<file path="src/rtl/alu_seq_pkg.sv">
// Shared opcode constants, FSM state and instruction layout for the ALU op sequencer.
package alu_seq_pkg;

  localparam logic [3:0] OPC_ADD  = 4'b0000;
  localparam logic [3:0] OPC_SUB  = 4'b0001;
  localparam logic [3:0] OPC_AND  = 4'b0010;
  localparam logic [3:0] OPC_OR   = 4'b0011;
  localparam logic [3:0] OPC_XOR  = 4'b0100;
  localparam logic [3:0] OPC_INC  = 4'b0101;
  localparam logic [3:0] OPC_MOVA = 4'b0110;
  localparam logic [3:0] OPC_MOVB = 4'b0111;
  localparam logic [3:0] OPC_LDI  = 4'b1000;
  localparam logic [3:0] OPC_NOP  = 4'b1111;

  typedef enum logic [1:0] {
    IDLE  = 2'd0,
    FETCH = 2'd1,
    EXEC  = 2'd2,
    WB    = 2'd3
  } state_t;

  typedef struct packed {
    logic [3:0] opc;
    logic [2:0] rd;
    logic [2:0] ra;
    logic [2:0] rb;
  } instr_t;

endpackage

</file>
<file path="src/rtl/seq_regfile.sv">
// 8xN register file, two combinational read ports, one write port, sync active-low reset.
// Optional debug read port under SEQ_DBG_PORT_EN.
module seq_regfile
  import alu_seq_pkg::*;
#(
  parameter int unsigned N    = 8,
  parameter int unsigned NREG = 8
) (
  input  logic         clk,
  input  logic         rst_n,
  input  logic [2:0]   raddr_a,
  output logic [N-1:0] rdata_a,
  input  logic [2:0]   raddr_b,
  output logic [N-1:0] rdata_b,
`ifdef SEQ_DBG_PORT_EN
  input  logic [2:0]   raddr_d,
  output logic [N-1:0] rdata_d,
`endif
  input  logic         we,
  input  logic [2:0]   waddr,
  input  logic [N-1:0] wdata
);

  logic [N-1:0] mem_q [NREG];

  always_ff @(posedge clk) begin
    if (!rst_n) begin
      for (int unsigned i = 0; i < NREG; i++) begin
        mem_q[i] <= '0;
      end
    end else if (we) begin
      mem_q[waddr] <= wdata;
    end
  end

  assign rdata_a = mem_q[raddr_a];
  assign rdata_b = mem_q[raddr_b];

`ifdef SEQ_DBG_PORT_EN
  // Reads the array directly, so a same-cycle write shows up only after the edge.
  assign rdata_d = mem_q[raddr_d];
`endif

endmodule

</file>
<file path="src/rtl/alu_op_sequencer.sv">
// Four-state IDLE/FETCH/EXEC/WB controller driving the 8-op ALU from an internal register file.
// Define SEQ_DBG_PORT_EN to add the dbg_addr/dbg_data register read port.
module alu_op_sequencer
  import alu_seq_pkg::*;
#(
  parameter int unsigned N    = 8,
  parameter int unsigned NREG = 8,
  parameter int unsigned IW   = 13
) (
  input  logic          clk,
  input  logic          rst_n,
  input  logic          instr_valid,
  output logic          instr_ready,
  input  logic [IW-1:0] instr,
  output logic [2:0]    alu_op,
  output logic [N-1:0]  alu_a,
  output logic [N-1:0]  alu_b,
  input  logic [N-1:0]  alu_result,
  input  logic [2:0]    alu_onz,
  output logic          busy,
  output logic          done,
  output logic [N-1:0]  wb_data,
  output logic [2:0]    flags,
`ifdef SEQ_DBG_PORT_EN
  input  logic [2:0]    dbg_addr,
  output logic [N-1:0]  dbg_data,
`endif
  output logic          illegal
);

  state_t       state_q, state_d;
  instr_t       instr_q;
  logic [2:0]   alu_op_q;
  logic [N-1:0] alu_a_q, alu_b_q;
  logic [N-1:0] hold_q;
  logic [2:0]   onz_q;
  logic [2:0]   flags_q;
  logic [N-1:0] wb_data_q;
  logic         done_q, illegal_q;

  logic [N-1:0] rdata_a, rdata_b, imm_ext;
  logic         is_alu, is_ldi, is_nop, is_illegal, rf_we;

  assign is_alu     = ~instr_q.opc[3];
  assign is_ldi     = (instr_q.opc == OPC_LDI);
  assign is_nop     = (instr_q.opc == OPC_NOP);
  assign is_illegal = instr_q.opc[3] & ~is_ldi & ~is_nop;
  assign imm_ext    = {{(N-6){instr_q.ra[2]}}, instr_q.ra, instr_q.rb};
  assign rf_we      = (state_q == WB) & (is_alu | is_ldi);

  seq_regfile #(
    .N    (N),
    .NREG (NREG)
  ) u_regfile (
    .clk     (clk),
    .rst_n   (rst_n),
    .raddr_a (instr_q.ra),
    .rdata_a (rdata_a),
    .raddr_b (instr_q.rb),
    .rdata_b (rdata_b),
`ifdef SEQ_DBG_PORT_EN
    .raddr_d (dbg_addr),
    .rdata_d (dbg_data),
`endif
    .we      (rf_we),
    .waddr   (instr_q.rd),
    .wdata   (hold_q)
  );

  always_comb begin
    state_d = state_q;
    unique case (state_q)
      IDLE:  if (instr_valid) state_d = FETCH;
      FETCH: state_d = EXEC;
      EXEC:  state_d = WB;
      WB:    state_d = IDLE;
    endcase
  end

  always_ff @(posedge clk) begin
    if (!rst_n) begin
      state_q   <= IDLE;
      instr_q   <= '0;
      alu_op_q  <= '0;
      alu_a_q   <= '0;
      alu_b_q   <= '0;
      hold_q    <= '0;
      onz_q     <= '0;
      flags_q   <= '0;
      wb_data_q <= '0;
      done_q    <= 1'b0;
      illegal_q <= 1'b0;
    end else begin
      state_q   <= state_d;
      done_q    <= 1'b0;
      illegal_q <= 1'b0;
      case (state_q)
        IDLE: begin
          if (instr_valid) instr_q <= instr;
        end
        FETCH: begin
          alu_a_q <= rdata_a;
          alu_b_q <= rdata_b;
          if (is_alu) alu_op_q <= instr_q.opc[2:0];
        end
        EXEC: begin
          if (is_alu) begin
            hold_q <= alu_result;
            onz_q  <= alu_onz;
          end else if (is_ldi) begin
            hold_q <= imm_ext;
          end
        end
        WB: begin
          done_q    <= 1'b1;
          illegal_q <= is_illegal;
          wb_data_q <= rf_we ? hold_q : '0;
          if (is_alu) flags_q <= onz_q;
        end
        default: ;
      endcase
    end
  end

  assign instr_ready = (state_q == IDLE);
  assign busy        = (state_q != IDLE);
  assign alu_op      = alu_op_q;
  assign alu_a       = alu_a_q;
  assign alu_b       = alu_b_q;
  assign done        = done_q;
  assign illegal     = illegal_q;
  assign wb_data     = wb_data_q;
  assign flags       = flags_q;

endmodule
</file>
<file path="config.mk">
export PLATFORM = sky130hd
export DESIGN_NAME = alu_op_sequencer
export DESIGN_NICKNAME = d
export VERILOG_FILES = /design/src/rtl/alu_seq_pkg.sv /design/src/rtl/seq_regfile.sv /design/src/rtl/alu_op_sequencer.sv
export SDC_FILE = /design/constraint.sdc
export NUM_CORES = 1
export LEC_CHECK = 0
export BUFFER_PORTS_ARGS = -buffer_cell sky130_fd_sc_hd__clkbuf_2
export CAP_MARGIN = 0
export CORE_UTILIZATION = 28
export CTS_CLUSTER_DIAMETER = 100
export CTS_CLUSTER_SIZE = 40
export DETAILED_ROUTE_END_ITERATION = 12
export HOLD_SLACK_MARGIN = 0.05
export SLEW_MARGIN = 10
export SYNTH_ARGS = -nofsm -noshare
export SYNTH_HDL_FRONTEND = slang
export SYNTH_SLANG_ARGS = --single-unit
export TNS_END_PERCENT = 30
</file>
<file path="constraint.sdc">
create_clock -name clk -period 4.4 [get_ports clk]
set_input_delay 0.44 -clock clk [delete_from_list [all_inputs] [get_ports clk]]
set_output_delay 0.44 -clock clk [all_outputs]
set_load 0.05 [all_outputs]
</file>
==> flow_metrics.py, run 1 <==
metrics = {
    "floorplanning": {
        "core_area_um2": 19590,
        "die_h_um": 144.0,
        "die_w_um": 144.0,
        "ioPinCount": 61,
        "start_util": 0.2881,
        "rows": 51,
        "die_area_um2": 20730,
    },
    "cells_and_area": {
        "area_delta_synth_final_pct": 19.13,
        "diodes": 0,
        "layout-drive-gt1-share": 0.2332,
        "instances_no_fill": 831,
        "nets": 584,
        "post-route-util": 0.3432,
    },
    "min_path": {
        "hold_path_class": "input port to flip-flop",
    },
    "power": {
        "power.leakage_nw": 2.511,
        "ir_worst_vdd_mv": 0.3262,
        "p_per_area_nw_per_um2": 602.2,
    },
    "clock_network": {
        "cts_max_level": 4,
        "cts_buffer_depth": 2,
        "root_buffer": "clkbuf_16",
        "path_clk_slew_ns": 0.06,
        "clk-insertion-delay-late_ns": 0.42,
        "cts_repair_resize_count": 0,
        "clock_sinks": 122,
        "cts_hold_buf": 0,
        "postCtsSetupRepairBufs": 0,
        "cts_made_buffers": 17,
        "tritoncts": "built",
    },
    "timing": {
        "setup_tns_ns": 0,
        "max-slew-margin-rel": 0.2174,
        "period_minus_slack_ns": 2.908,
        "fin_crit_sh": 0.6610,
        "setup_viol": 0,
        "tightestPinTransition_ns": 1.164,
        "final.setup_skew_ns": 0.01202,
        "fmax_mhz": 343.8,
        "rsz0062_at_grt": "no",
        "hold_violations": 0,
        "finalMaxSlewViolations": 0,
        "final.setup.worst_slack_ns": 1.492,
    },
    "status": {
        "status": "finished clean",
    },
    "yosys": {
        "yosysSeqAreaShare": 0.5462,
        "yosys.area_share.adder": 0.008867,
        "yosysWarnings": 0,
        "synthXorXnorAreaFrac": 0,
        "synth_fp_nets": 538,
        "synth-main-ff-cell": "edfxtp_1",
        "synthSimpleGateAreaFrac": 0.1255,
        "synth.area.mux_share": 0.1507,
        "synth_compound_gate_area_share": 0.1317,
        "ys_types": 35,
        "synthArstFlopShare": 0,
        "netlist_instances": 507,
        "avgSynthCellArea_um2": 11.13,
        "synth_area_um2": 5644,
        "synth_top_family_by_area": "multiplexers",
        "ys_ff_latch": 122,
        "synth_edf_count": 64,
    },
    "route": {
        "wl_per_cell_um": 17.54,
        "final_antenna_net_count": 0,
        "drc_errors": 0,
        "num_vias": 4018,
        "finalWirelength_um": 14580,
        "vias_per_cell": 4.835,
        "dr.pass1.iters": 5,
        "drtIter0Drc": 418,
    },
    "place": {
        "globalplace.congestion": 0.9759,
        "dp_slack_ns": 1.559,
        "placed_cells": 799,
        "dpl.hpwl_um": 10790,
        "port_buffers": 60,
    },
    "critical_path": {
        "crit_path_end_kind": "flip-flop",
        "cp_top_family": "compound AO/OA/AOI/OAI gates",
        "path_cells": "ha_1 > and2_1 > and2_1 > nand2_1 > o31ai_1",
        "slowest_delay_ns": 0.98,
        "critPathRequiredTime_ns": 4.44,
        "cp_max_fo": 14,
        "cp_slowest_cell": "o31ai_1",
        "path_common_cell": "and2_1",
        "crit_arrival_ns": 2.94,
        "critPathKind": "flip-flop to flip-flop",
        "cp_num_buf_inv": 0,
        "start_kind": "flip-flop",
    },
    "grt": {
        "grt_pass1_vias": 3897,
        "antenna_found_initial": 0,
        "grt_start_max_net_pins": 58,
        "grt.overflow.total": 0,
        "grt_pass1_wl_um": 22150,
        "grt_usage": 0.1480,
    },
    "job": {
        "cap_violations": 0,
    },
}
## cells by family after synthesis
group | after synthesis
AO/OA/AOI/OAI | 106
adder cells (fa/ha/maj) | 4
buffers and inverters | 39
flip-flops | 122
multiplexers | 81
AND/OR/NAND/NOR | 155
## placed cells by master, fill, tap and decap left out, types with 4 or more instances in the layout
master	instances
nor2b_1	14
mux2_2	32
dfxtp_1	58
o21ai_0	23
clkinv_2	4
a21boi_0	14
a22oi_1	9
o22ai_1	7
and2_1	4
a221o_1	7
a22o_1	8
a21oi_1	17
nor2_1	66
nand2b_1	14
o221ai_1	9
mux2i_1	49
nand2_1	48
clkbuf_16	17
edfxtp_1	64
bufinv_16	4
clkbuf_2	60
o211a_1	8
ha_1	4
## path summary, 6_finish.rpt
| kind | start | to | slack [ns] | depth (start not counted) |
|---|---|---|---|---|
| worst min register to register | wb_data[7]$_SDFFE_PN0N_ | wb_data[7]$_SDFFE_PN0N_ | 0.48 | 1 |
| worst min-delay path | instr[1] | imm_ext[1]$_SDFFE_PN0P_ | 0.24 | 3 |
| worst max-delay path | state_q[0]$_SDFFE_PN0P_ | u_regfile.mem_q[1][0]$_SDFFCE_PN0P_ | 1.49 | 5 |
| worst max register to register | state_q[0]$_SDFFE_PN0P_ | u_regfile.mem_q[1][0]$_SDFFCE_PN0P_ | 1.49 | 5 |
## flip-flops by register name (all words and copies together) (netlist names)
signal and cells:
u_regfile.mem_q 64, alu_op 3, instr_q 7, done 1, onz_q 3, wb_data 8, illegal 1, alu_b 8
state_q 2, hold_q 8, flags 3, alu_a 8, imm_ext 6
## worst reg2reg max path, delay by kind of cell, from the launching register on
kind	cells	cell delay (ns)
AOI/OAI and AO/OA	1	0.98
adders and majority gates	1	0.20
DFF	1	0.39
and+or+nand+nor	3	0.96
## layout make-up
type | instances | area, um2
timing repair buffer | 63 | 322.8
tap | 265 | 331.6
fill | 1944 | 12870
sequential | 122 | 3083
clock inverter | 15 | 197.7
clock buffer | 17 | 425.4
multi-input combinational | 346 | 2352
inverter | 3 | 11.26
## through the flow
stage / hold slack, ns / cell area, um2 / power [mW]
2_1_floorplan: 0.4812 / 5644 / 2.332
5_1_grt: 0.2435 / 6724 / 4.220
3_5_place_dp: 0.4666 / 6101 / 2.611
4_1_cts: 0.2369 / 6724 / 4.069
6_report: 0.2447 / 6724 / 4.049
3_3_place_gp: 0.4683 / 6101 / 2.583
## cells in the mapped netlist, types with 8 or more instances
cell,number,area [um2]
nor2b_1,14,87.58
dfxtp_1,58,1161
nor2_1,66,247.7
mux2_2,32,360.4
nand2_1,48,180.2
a22o_1,8,70.07
a21oi_1,17,85.08
clkbuf_1,15,56.30
mux2i_1,49,490.5
a22oi_1,9,67.56
o21ai_0,24,120.1
edfxtp_1,64,1922
a21boi_0,14,105.1
o221ai_1,9,78.83
o211a_1,8,80.08
nand2b_1,14,87.58
## report_power, final
group / internal, mW / switching [mW]
clock network: 0.946 / 0.515
registers: 1.35 / 0.161
logic: 0.337 / 0.738
## per-layer routing
metal	up-vias	track usage	share of wire
met1	1902	0.2010	0.47
met3	22	0.04007	0.068
met5	-	0	0
li1	1932	-	-
met4	0	0.06103	0.019
met2	162	0.2207	0.44
Note: power is estimated with default switching activity, not from simulation.
==> inputs of run 2 (changes only) <==
==> constraint.sdc (replaced) <==
create_clock -name clk -period 3 [get_ports clk]
set_input_delay 0.3 -clock clk [delete_from_list [all_inputs] [get_ports clk]]
set_output_delay 0.3 -clock clk [all_outputs]
set_load 0.05 [all_outputs]
==> flow_metrics.py, run 2 (same netlist as run 1, synthesis figures left out) <==
metrics = {
    "grt": {
        "grt_pass1_wl_um": 21690,
        "grt_start_max_net_pins": 58,
        "grt.overflow.total": 0,
        "grt_usage": 0.1436,
        "antenna_found_initial": 0,
        "grt_pass1_vias": 3915,
    },
    "cells_and_area": {
        "post-route-util": 0.3437,
        "layout-drive-gt1-share": 0.2348,
        "final_cell_mix": "nor2_1, edfxtp_1, clkbuf_2",
        "diodes": 0,
        "instances_no_fill": 840,
        "nets": 593,
        "multi_input_area_um2": 2352,
        "final_common_cell": "nor2_1",
        "area_delta_synth_final_pct": 19.31,
        "regMostFlops": "u_regfile.mem_q",
        "regArea_um2": 3083,
        "fillers": 1982,
        "largest_register_ffs": 64,
    },
    "clock_network": {
        "cts_made_buffers": 17,
        "path_clk_slew_ns": 0.05,
        "postCtsSetupRepairBufs": 0,
        "clock_sinks": 122,
        "clk-insertion-delay-late_ns": 0.42,
        "tritoncts": "built",
        "cts_max_level": 4,
        "root_buffer": "clkbuf_16",
        "cts_repair_resize_count": 0,
        "cts_buffer_depth": 2,
        "cts_hold_buf": 0,
    },
    "route": {
        "finalWirelength_um": 13950,
        "drc_errors": 0,
        "final_antenna_net_count": 0,
        "dr.pass1.iters": 5,
        "vias_per_cell": 4.801,
        "num_vias": 4033,
        "drtIter0Drc": 278,
        "wl_per_cell_um": 16.61,
    },
    "place": {
        "port_buffers": 60,
        "dpl.hpwl_um": 10030,
        "globalplace.congestion": 0.8139,
        "placed_cells": 808,
    },
    "floorplanning": {
        "ioPinCount": 61,
        "die_area_um2": 20730,
        "die_w_um": 144.0,
        "die_h_um": 144.0,
        "start_util": 0.2881,
        "core_area_um2": 19590,
        "rows": 51,
    },
    "timing": {
        "finalHoldWorstSlack_ns": 0.1142,
        "fmax_mhz": 439.6,
        "max-slew-margin-rel": 0.2972,
        "tightestPinTransition_ns": 1.043,
        "period_minus_slack_ns": 2.275,
        "rsz0062_at_grt": "no",
        "finalMaxSlewViolations": 0,
        "setup_viol": 0,
        "hold_violations": 0,
        "fin_crit_sh": 0.7583,
        "setup_tns_ns": 0,
        "final.setup_skew_ns": 0.009566,
    },
    "critical_path": {
        "path_cells": "o31ai_1 > and2_1 > buf_4 > nand2_1 > nor2_1",
        "cp_max_fo": 16,
        "crit_arrival_ns": 2.41,
        "cp_slowest_cell": "dfxtp_1",
        "critPathKind": "flip-flop to flip-flop",
        "slowest_delay_ns": 0.71,
        "cp_num_buf_inv": 1,
        "critPathRequiredTime_ns": 3.13,
        "crit_path_end_kind": "flip-flop",
        "cp_top_family": "simple AND/OR/NAND/NOR gates",
        "start_kind": "flip-flop",
    },
    "power": {
        "p_per_area_nw_per_um2": 850.5,
        "power.leakage_nw": 2.536,
        "ir_worst_vdd_mv": 0.4436,
        "p_total_mw": 5.727,
    },
    "min_path": {
        "hold_path_class": "input port to flip-flop",
    },
    "status": {
        "status": "finished clean",
    },
    "job": {
        "cap_violations": 0,
    },
}
run 2: changes by cell type in the layout (fill, tap and decap cells not counted), sizes merged:
| cell | delta |
|---|---|
| clkbuf | +11 |
| buf | +9 |
| bufinv | -4 |
| clkinv | -4 |
| clkinvlp | -3 |
run 2: where the power goes:
| part | internal [mW] | switching [mW] | total (mW) |
|---|---|---|---|
| Clock | 1.22 | 0.704 | 1.93 |
| Sequential | 1.98 | 0.203 | 2.18 |
| Combinational | 0.508 | 1.11 | 1.62 |
| Total | 3.71 | 2.02 | 5.73 |
run 2: layer usage:
metal | track usage | vias up | wire length (um)
li1 | - | 1953 | -
met1 | 0.1989 | 1939 | 6722
met2 | 0.2131 | 130 | 6115
met3 | 0.03477 | 11 | 998
met4 | 0.05879 | 0 | 116
met5 | 0 | - | 0
run 2: layout make-up:
| class | count | area share |
|---|---|---|
| clock inverter | 4 | 0.003902 |
| multi-input combinational | 346 | 0.3493 |
| tap | 265 | 0.04924 |
| sequential | 122 | 0.4578 |
| inverter | 3 | 0.001672 |
| timing repair buffer | 72 | 0.05797 |
| clock buffer | 28 | 0.08008 |
run 2: metrics by stage:
stage | setup slack, ns | cell area, um2
after floorplan | 0.7896 | 5644
after global placement | 0.8170 | 6168
after detailed placement | 0.7609 | 6168
after CTS | 0.7466 | 6734
after global routing | 0.4917 | 6734
final | 0.7252 | 6734
run 2: worst paths after layout:
kind | start | end | slack (ns) | cells past startpoint
worst max-delay path | instr_q[12]$_SDFFE_PN0P_ | u_regfile.mem_q[4][3]$_SDFFCE_PN0P_ | 0.73 | 5
worst min-delay path | instr[11] | instr_q[11]$_SDFFE_PN0P_ | 0.11 | 3
worst max register to register | instr_q[12]$_SDFFE_PN0P_ | u_regfile.mem_q[4][3]$_SDFFCE_PN0P_ | 0.73 | 5
worst min register to register | imm_ext[3]$_SDFFE_PN0P_ | imm_ext[3]$_SDFFE_PN0P_ | 0.46 | 2
run 2: worst register-to-register path: stages (launching register included):
cell and delay [ns]:
dfxtp_1 0.71, o31ai_1 0.19, and2_1 0.22, buf_4 0.19, nand2_1 0.56, nor2_1 0.13
